[src/rtl/decoder_scan_seq.sv]
// Scan sequencer for a 3-to-8 decoder: blanked time slots over 0..LAST,
// single-step launch and a force override that holds one address.
module decoder_scan_seq #(
  parameter int PRESCALE = 4,
  parameter int BLANK    = 1,
  parameter int LAST     = 7
) (
  input  logic       clk,
  input  logic       rst_n,
  input  logic       run,
  input  logic       step,
  input  logic       force_vld,
  input  logic [2:0] force_addr,
  output logic       en,
  output logic       a,
  output logic       b,
  output logic       c,
  output logic       slot_done,
  output logic       wrap
);

  localparam int MX  = (PRESCALE > BLANK) ? PRESCALE : BLANK;
  localparam int CL  = $clog2(MX + 1);
  localparam int CW  = (CL < 1) ? 1 : CL;

  localparam logic [CW-1:0] PS_LD =
    CW'(PRESCALE - 1);
  localparam logic [CW-1:0] BL_LD =
    CW'((BLANK == 0) ? 0 : BLANK - 1);
  localparam logic [2:0] LAST_A = 3'(LAST);

  typedef enum logic [1:0] {
    S_IDLE,
    S_BLANK,
    S_DRIVE,
    S_FORCE
  } state_t;

  // Slot entry skips the gap entirely when BLANK is zero
  localparam state_t S_GO =
    (BLANK == 0) ? S_DRIVE : S_BLANK;

  state_t        state;
  state_t        state_nxt;
  logic [2:0]    addr;
  logic [2:0]    faddr;
  logic [CW-1:0] cnt;
  logic          one_slot;

  logic cnt_z;
  logic slot_end;
  logic take_step;
  logic at_last;

  assign cnt_z     = (cnt == '0);
  assign slot_end  = (state == S_DRIVE) && cnt_z;
  assign at_last   = (addr == LAST_A);
  assign take_step = (state == S_IDLE)
                   && !force_vld
                   && !run
                   && step;

  always_ff @(posedge clk or negedge rst_n) begin
    if (!rst_n) begin
      state <= S_IDLE;
    end else begin
      state <= state_nxt;
    end
  end

  always_ff @(posedge clk or negedge rst_n) begin
    if (!rst_n) begin
      addr     <= '0;
      faddr    <= '0;
      cnt      <= '0;
      one_slot <= 1'b0;
    end else begin
      if (slot_end) begin
        addr <= at_last ? 3'd0 : addr + 3'd1;
      end

      if (state_nxt == S_FORCE
          && state != S_FORCE) begin
        faddr <= force_addr;
      end

      unique case (state_nxt)
        S_BLANK: begin
          if (state != S_BLANK) begin
            cnt <= BL_LD;
          end else begin
            cnt <= cnt - CW'(1);
          end
        end
        S_DRIVE: begin
          if (state != S_DRIVE || cnt_z) begin
            cnt <= PS_LD;
          end else begin
            cnt <= cnt - CW'(1);
          end
        end
        default: cnt <= '0;
      endcase

      // A step launches one slot; leaving the scan cancels it
      if (take_step) begin
        one_slot <= 1'b1;
      end else if (state_nxt == S_IDLE
                   || state_nxt == S_FORCE) begin
        one_slot <= 1'b0;
      end
    end
  end

  always_comb begin
    state_nxt = state;
    unique case (state)
      S_IDLE: begin
        if (force_vld) begin
          state_nxt = S_FORCE;
        end else if (run || step) begin
          state_nxt = S_GO;
        end
      end
      S_BLANK: begin
        if (force_vld) begin
          state_nxt = S_FORCE;
        end else if (cnt_z) begin
          state_nxt = S_DRIVE;
        end
      end
      S_DRIVE: begin
        if (cnt_z) begin
          if (force_vld) begin
            state_nxt = S_FORCE;
          end else if (run && !one_slot) begin
            state_nxt = S_GO;
          end else begin
            state_nxt = S_IDLE;
          end
        end
      end
      S_FORCE: begin
        if (!force_vld) begin
          state_nxt = run ? S_GO : S_IDLE;
        end
      end
      default: state_nxt = S_IDLE;
    endcase
  end

  always_comb begin
    en        = 1'b0;
    {a, b, c} = addr;
    slot_done = 1'b0;
    wrap      = 1'b0;
    unique case (1'b1)
      (state == S_DRIVE): begin
        en        = 1'b1;
        slot_done = cnt_z;
        wrap      = cnt_z && at_last;
      end
      (state == S_FORCE): begin
        en        = 1'b1;
        {a, b, c} = faddr;
      end
      default: begin
        en = 1'b0;
      end
    endcase
  end

endmodule

[config.mk]
export PLATFORM = sky130hd
export DESIGN_NAME = decoder_scan_seq
export DESIGN_NICKNAME = d
export VERILOG_FILES = /design/src/rtl/decoder_scan_seq.sv
export SDC_FILE = /design/constraint.sdc
export NUM_CORES = 1
export LEC_CHECK = 0
export ABC_AREA = 0
export CAP_MARGIN = 40
export CORE_ASPECT_RATIO = 1.5
export CORE_MARGIN = 1
export CORE_UTILIZATION = 30
export DETAILED_ROUTE_END_ITERATION = 8
export GPL_TIMING_DRIVEN = 0
export PLACE_DENSITY = 0.51
export SLEW_MARGIN = 20
export SYNTH_ARGS = -nofsm -noshare
export SYNTH_HDL_FRONTEND = slang
export SYNTH_SLANG_ARGS = --single-unit
[constraint.sdc]
create_clock -name clk -period 5.7 [get_ports clk]
set_input_delay 0.57 -clock clk [delete_from_list [all_inputs] [get_ports clk]]
set_output_delay 0.57 -clock clk [all_outputs]
set_load 0.01 [all_outputs]
* Word level (Yosys, flattened, before mapping)
Cells that the tools add are included.
** Storage, ports and cells
- Register bits :: 12
- Bits in latches :: 0
- RAM bits :: 0
- Bits in read-only memories :: 0
- Input bits :: 8
- Output and inout port bits :: 6
- Word-level logic and storage cells :: 57
- Memories kept :: 0
** Operators by class
- Add/sub/neg operators :: 2
- Multipliers :: 0
- Div/mod/pow operators :: 0
- Order comparisons :: 0
- Equality and inequality tests :: 10
- Shift operators :: 0
- Multiplexer cells :: 22
- Bitwise operators :: 0
- Reduce and logical (&&, ||, !) cells :: 18
** Operators with widths (number)
- 2-bit 2-to-1 mux :: 7
- 1-bit 2-to-1 mux :: 10
- 3-bit 2-to-1 mux :: 3
- 2-bit == test (second input constant) :: 4
- 2-bit one-hot mux with 4 select lines :: 1
- 1-bit logical AND :: 7
- 3-bit one-hot mux with 2 select lines :: 1
- 2-bit by 1-bit == test with 1-bit output (second input constant) :: 2
- 2-bit zero test :: 2
- 2-bit != test (second input constant) :: 2
- 3-bit by 1-bit adder with 3-bit output (second input constant) :: 1
- 3-bit == test (second input constant) :: 1
- 1-bit zero test :: 3
- 3-bit zero test :: 1
- 1-bit logical OR :: 3
- 3-bit by 1-bit subtractor with 3-bit output (second input constant) :: 1
- 2-bit by 1-bit != test with 1-bit output (second input constant) :: 1
- 2-bit nonzero test :: 1
- 2-bit OR reduction :: 1

* Logic depth before layout (Yosys ltp)
- Depth after elaboration :: 10
- Gate-level depth with buffers :: 10
- Mapped depth without buffers :: 9

* Worst setup path before layout
No wires, ideal clock.
- Path type :: register -> register
- Start :: register cnt[0]
- End :: register cnt[2]
- Library setup time :: 86 ps
- Arrival :: 2054 ps
- Data required time :: 5614 ps
- Path slack :: 3560 ps
- Cell stages (with the launch flop) :: 11
- Path buffers :: 1
- Clock period less this slack :: 2140 ps
- Cell sequence :: dfrtp_1 inv_1 ha_1 nor4bb_1 buf_4 o21ai_2 a211oi_1 ha_1 and3b_1 o21ba_2 nor3_1
** Between the ends
- Longest elaborated chain between the ends :: 6
- Elaborated cells on any way between the ends :: 12
- Classes of those cells :: 1 x add/sub; 2 x eq/ne; 7 x mux; 2 x reduce/logical
** Ends and longest elaborated chain
- start: declaration :: RTL line 47 : logic [CW-1:0] cnt;
- start signal: assignment :: RTL line 92 : cnt <= cnt - CW'(1);
- start signal: assignment :: RTL line 99 : cnt <= cnt - CW'(1);
- 3-bit zero test (*) :: RTL line 55 : assign cnt_z = (cnt == '0);
- 2-bit 2-to-1 mux :: RTL line 128 : end else if (cnt_z) begin
- 2-bit 2-to-1 mux :: RTL line 126 : if (force_vld) begin
- 2-bit one-hot mux with 4 select lines (*) :: RTL line 117 : unique case (state)
- named net state_nxt[0] :: RTL line 44 : state_t state_nxt;
- 2-bit == test or 2-bit by 1-bit == test with 1-bit output (tied branches) :: RTL line 87 : unique case (state_nxt)
- 3-bit one-hot mux with 2 select lines (*) :: RTL line 87
Mark *: on every way through the listed nets, which the timed path passes. The rest lies on a longest branch.
A chain may end at the register's enable or synchronous reset.

* Final worst setup path
- Start :: register cnt[0]
- End :: output wrap
** Between the ends
- Longest elaborated chain between the ends :: 3
** Ends and longest elaborated chain
- 3-bit zero test :: RTL line 55
- 1-bit logical AND :: RTL line 161 : wrap = cnt_z && at_last;
- 1-bit 2-to-1 mux :: RTL line 157 : unique case (1'b1)
- end: declaration :: RTL line 19 : output logic wrap
No other way between the ends.

==> impl.org <==
** Outcome
- Result of the run :: completed

** Detailed routing
- Summed over all layers, the routed wires come to 1280 µm.
- Number of vias after detailed routing :: around 500
- After the first detailed-routing iteration, the DRC count stood at 1.
- Via density :: 4.89
- In the final routed layout, each cell accounts on average for 12.5 µm.
- Post-detailed-route count of antenna-violating nets :: 0
- # DRC :: 0
- First-pass DRT Iterations :: 2

** Floorplan
- Area of the core region :: 0.00223 mm²
- In this run the count of I/O pins placed on the die edge is 14.
- Die Width :: around 42 µm
- The floorplan step defined a die boundary enclosing between 0.002 and 0.003 mm².
- Row Count :: 21
- The initial utilization of the core area, before any placement, comes to 0.319.
- Height of the chip :: a little over 60 µm

** Cells and area
- The sequential cells in the finished layout cover a total of 300 µm².
- Area of the multi-input gates :: 384 µm²
- Most frequent cells in the layout :: clkdlybuf4s50_1 (13), dfrtp_1 (12), mux2_2 (9)
- Leaving out fill and tap cells, the most frequent cell in the layout is clkdlybuf4s50_1.
- Compared with the post-synthesis result, the final layout area differs by 25.5%.
- End-of-flow core utilization :: 0.400
- Number of fill cells in the layout :: 218
- 0 antenna diodes ended up in the layout.
- Share of final-layout standard cells stronger than drive strength 1 :: 0.228
- For this run, the post-layout net count is 96.

** Pwr
- VDD sags by at most between 0.15 and 0.2 mV.
- Static Leakage :: 0.395 nW
- Dividing total power by cell area gives a power density of 503 mW/mm².

** Synthesis
- Flip-flop and latch count after synthesis :: 12
- The number of nets in the synthesized netlist is slightly below 80.
- Simple-gate portion of the synthesized area :: 0.158
- The cell area that synthesis handed to floorplanning was 712 µm².
- Yosys printed 0 warnings.
- Share of synthesized area spent on multiplexers :: 0.142
- Mean Syn Cell Area :: around 11 µm²
- Of the total synthesized cell area, the portion taken by XOR and XNOR cells is 0.0123.
- By area, the combinational part of the netlist is dominated by simple AND/OR/NAND/NOR gates.
- The post-synthesis compound-gate area fraction was 0.104.
- The cell count after synthesis came out at 63.
- The share of the Yosys chip area taken by registers is 0.422.
- Of the total synthesized cell area, the portion taken by full adders, half adders and majority gates is 0.123.
- Unique masters post-synth :: 26

** Clock tree
- Root buffer cell :: clkbuf_4
- Level count of the clock H-tree :: 1
- Number of buffers inserted by post-CTS setup repair :: 0
- Clock latency at the later pin of the worst-skew pair :: 0.27 ns
- The number of gates resized after CTS was 0.
- Counting every sink on the clock net gives 12.
- Number of buffers inserted during clock tree synthesis :: 3
- Counting along the longest clock path gives a buffer depth of 2.
- CTS tree :: built
- CTS clock-pin slew for the worst setup and hold paths :: 0.07 ns
- Hold bufs inserted after CTS :: 0

** Worst setup path
- Worst path max stage delay :: around 0.52 ns
- Endpoint kind of the worst setup timing path :: output port
- STA classifies the critical path startpoint as a flop.
- The critical path goes through inv_1 -> ha_1 -> nor4bb_1 -> buf_4 -> and2_1 -> clkdlybuf4s50_1.
- The setup check on the worst reg-to-reg path leaves a slack of 3.26 ns.
- On the critical path, the stage with the largest delay is an instance of clkdlybuf4s50_1.
- In this run the worst path has a maximum fanout of 6.
- The worst register-to-register path has a depth of 10.
- Critical path class :: flop to output port
- For the worst setup path, the data required time is 5.13 ns.
- STA puts the critical path data arrival time at 2.01 ns.

** STA
- Setup-failing EPs final :: 0
- Setup total negative slack on the finished layout was measured at 0 ns.
- At the pin with the least slew margin, the transition time is 0.535 ns.
- Final Hold Violating Endpoints :: 0
- Max-slew headroom at the worst pin :: 0.642
- The clock period could shrink to 2.58 ns.
- The max-slew violation count came to 0.
- Maximum achievable frequency :: a little under 0.4 GHz
- Share of the clock period used by the worst path :: 0.453
- Between clock sinks in the finished design, the worst skew comes to 0.00380 ns.
- Setup repair after global routing left no endpoint under its margin.

** Global route
- First-pass GRT wire length :: 2150 µm
- The number of antenna violations at the first check in global routing was 0.
- The via count of the first global-routing pass was 491.
- For this run, the total global-route usage over all layers was measured as 0.113.
- GR Overflow Total :: 0
- Entering global routing, the biggest net connects 13 pins.

** Placement
- The count of buffers added on input and output ports is 13.
- Detailed placement HPWL :: 1010 µm
- RD Place Congestion :: 0.679

** Job
- Max Cap Violations :: 0

** Hold path
- The min-delay analysis places its worst path in the category flop to flop.
- Along the worst hold path, the cell count comes to 1.
through the flow:
step	area [µm²]	hold slack, ns	cells	setup WS, ns	total power (W)
global route	893	0.465	102	2.98	0.000493
floorplan	712	0.274	63	3.56	0.000312
finish	893	0.453	102	3.12	0.000449
CTS	893	0.460	102	3.09	0.000457
global placement	871	0.434	99	2.97	0.000401
detailed placement	871	0.450	99	2.98	0.000404
Yosys cell counts (all sizes together):
cell    instances  area (µm²)
and3b           1        8.76
a211oi          1        7.51
nor2b           4        25.0
or4             1        7.51
dfrtp          12         300
and2            1        6.26
o21ba           2        20.0
nor4bb          1        10.0
o21ai           2        13.8
or2b            1        7.51
a211o           1        8.76
o21bai          1        7.51
o22ai           1        6.26
a21oi           2        10.0
mux2            9         101
buf             2        12.5
and4bb          1        12.5
ha              7        87.6
nor2            3        11.3
inv             4        15.0
nor3            2        10.0
or3             1        6.26
nand2           2        7.51
xnor2           1        8.76
power breakdown:
group	switching (W)	total, W	internal, W
Combinational	0.000101	0.000248	0.000147
Clock	0.0000268	0.0000512	0.0000244
Sequential	0.0000301	0.000150	0.000120
Total	0.000158	0.000449	0.000291
registers in the layout, indices dropped and copies added (netlist names):
signal and count:
state 2, addr 3, one_slot 1, cnt 3, faddr 3
layout make-up:
| type | count | area share |
|---|---|---|
| Multi-Input combinational cell | 45 | 0.430 |
| Tap cell | 23 | 0.0322 |
| Clock buffer | 3 | 0.0252 |
| Buffer | 2 | 0.0140 |
| Inverter | 4 | 0.0168 |
| Sequential cell | 12 | 0.336 |
| Timing Repair Buffer | 13 | 0.146 |
worst max-delay path: cells and delay by family, from the launching register on:
kind	cells	cell delay [ns]
buffers and inverters	3	0.80
adders and majority gates	1	0.18
DFF	1	0.38
and+or+nand+nor	2	0.39
layer usage:
layer	routed length, µm	vias to the layer above	track usage
met4	12	0	0.0691
met5	0	-	0
met3	33	2	0.0205
met1	599	232	0.144
met2	631	6	0.181
li1	-	259	-
worst paths after layout:
check                               end  startpoint
worst max-delay path               wrap      cnt[0]
max in group asynchronous       addr[1]       rst_n
worst min register to register   cnt[0]      cnt[0]
worst max register to register   cnt[2]      cnt[0]
min in group asynchronous        cnt[1]       rst_n
worst min-delay path             cnt[0]      cnt[0]
cell families (layout without fill, tap and decap cells):
family / count (synthesis) / count (layout)
AOI/OAI and AO/OA: 10 / 10
xor gates and xnor gates: 1 / 1
adders and majority gates: 7 / 7
buffers and inverters: 6 / 22
DFF: 12 / 12
muxes: 9 / 9
and+or+nand+nor: 18 / 18
(Power assumes the default switching activity.)
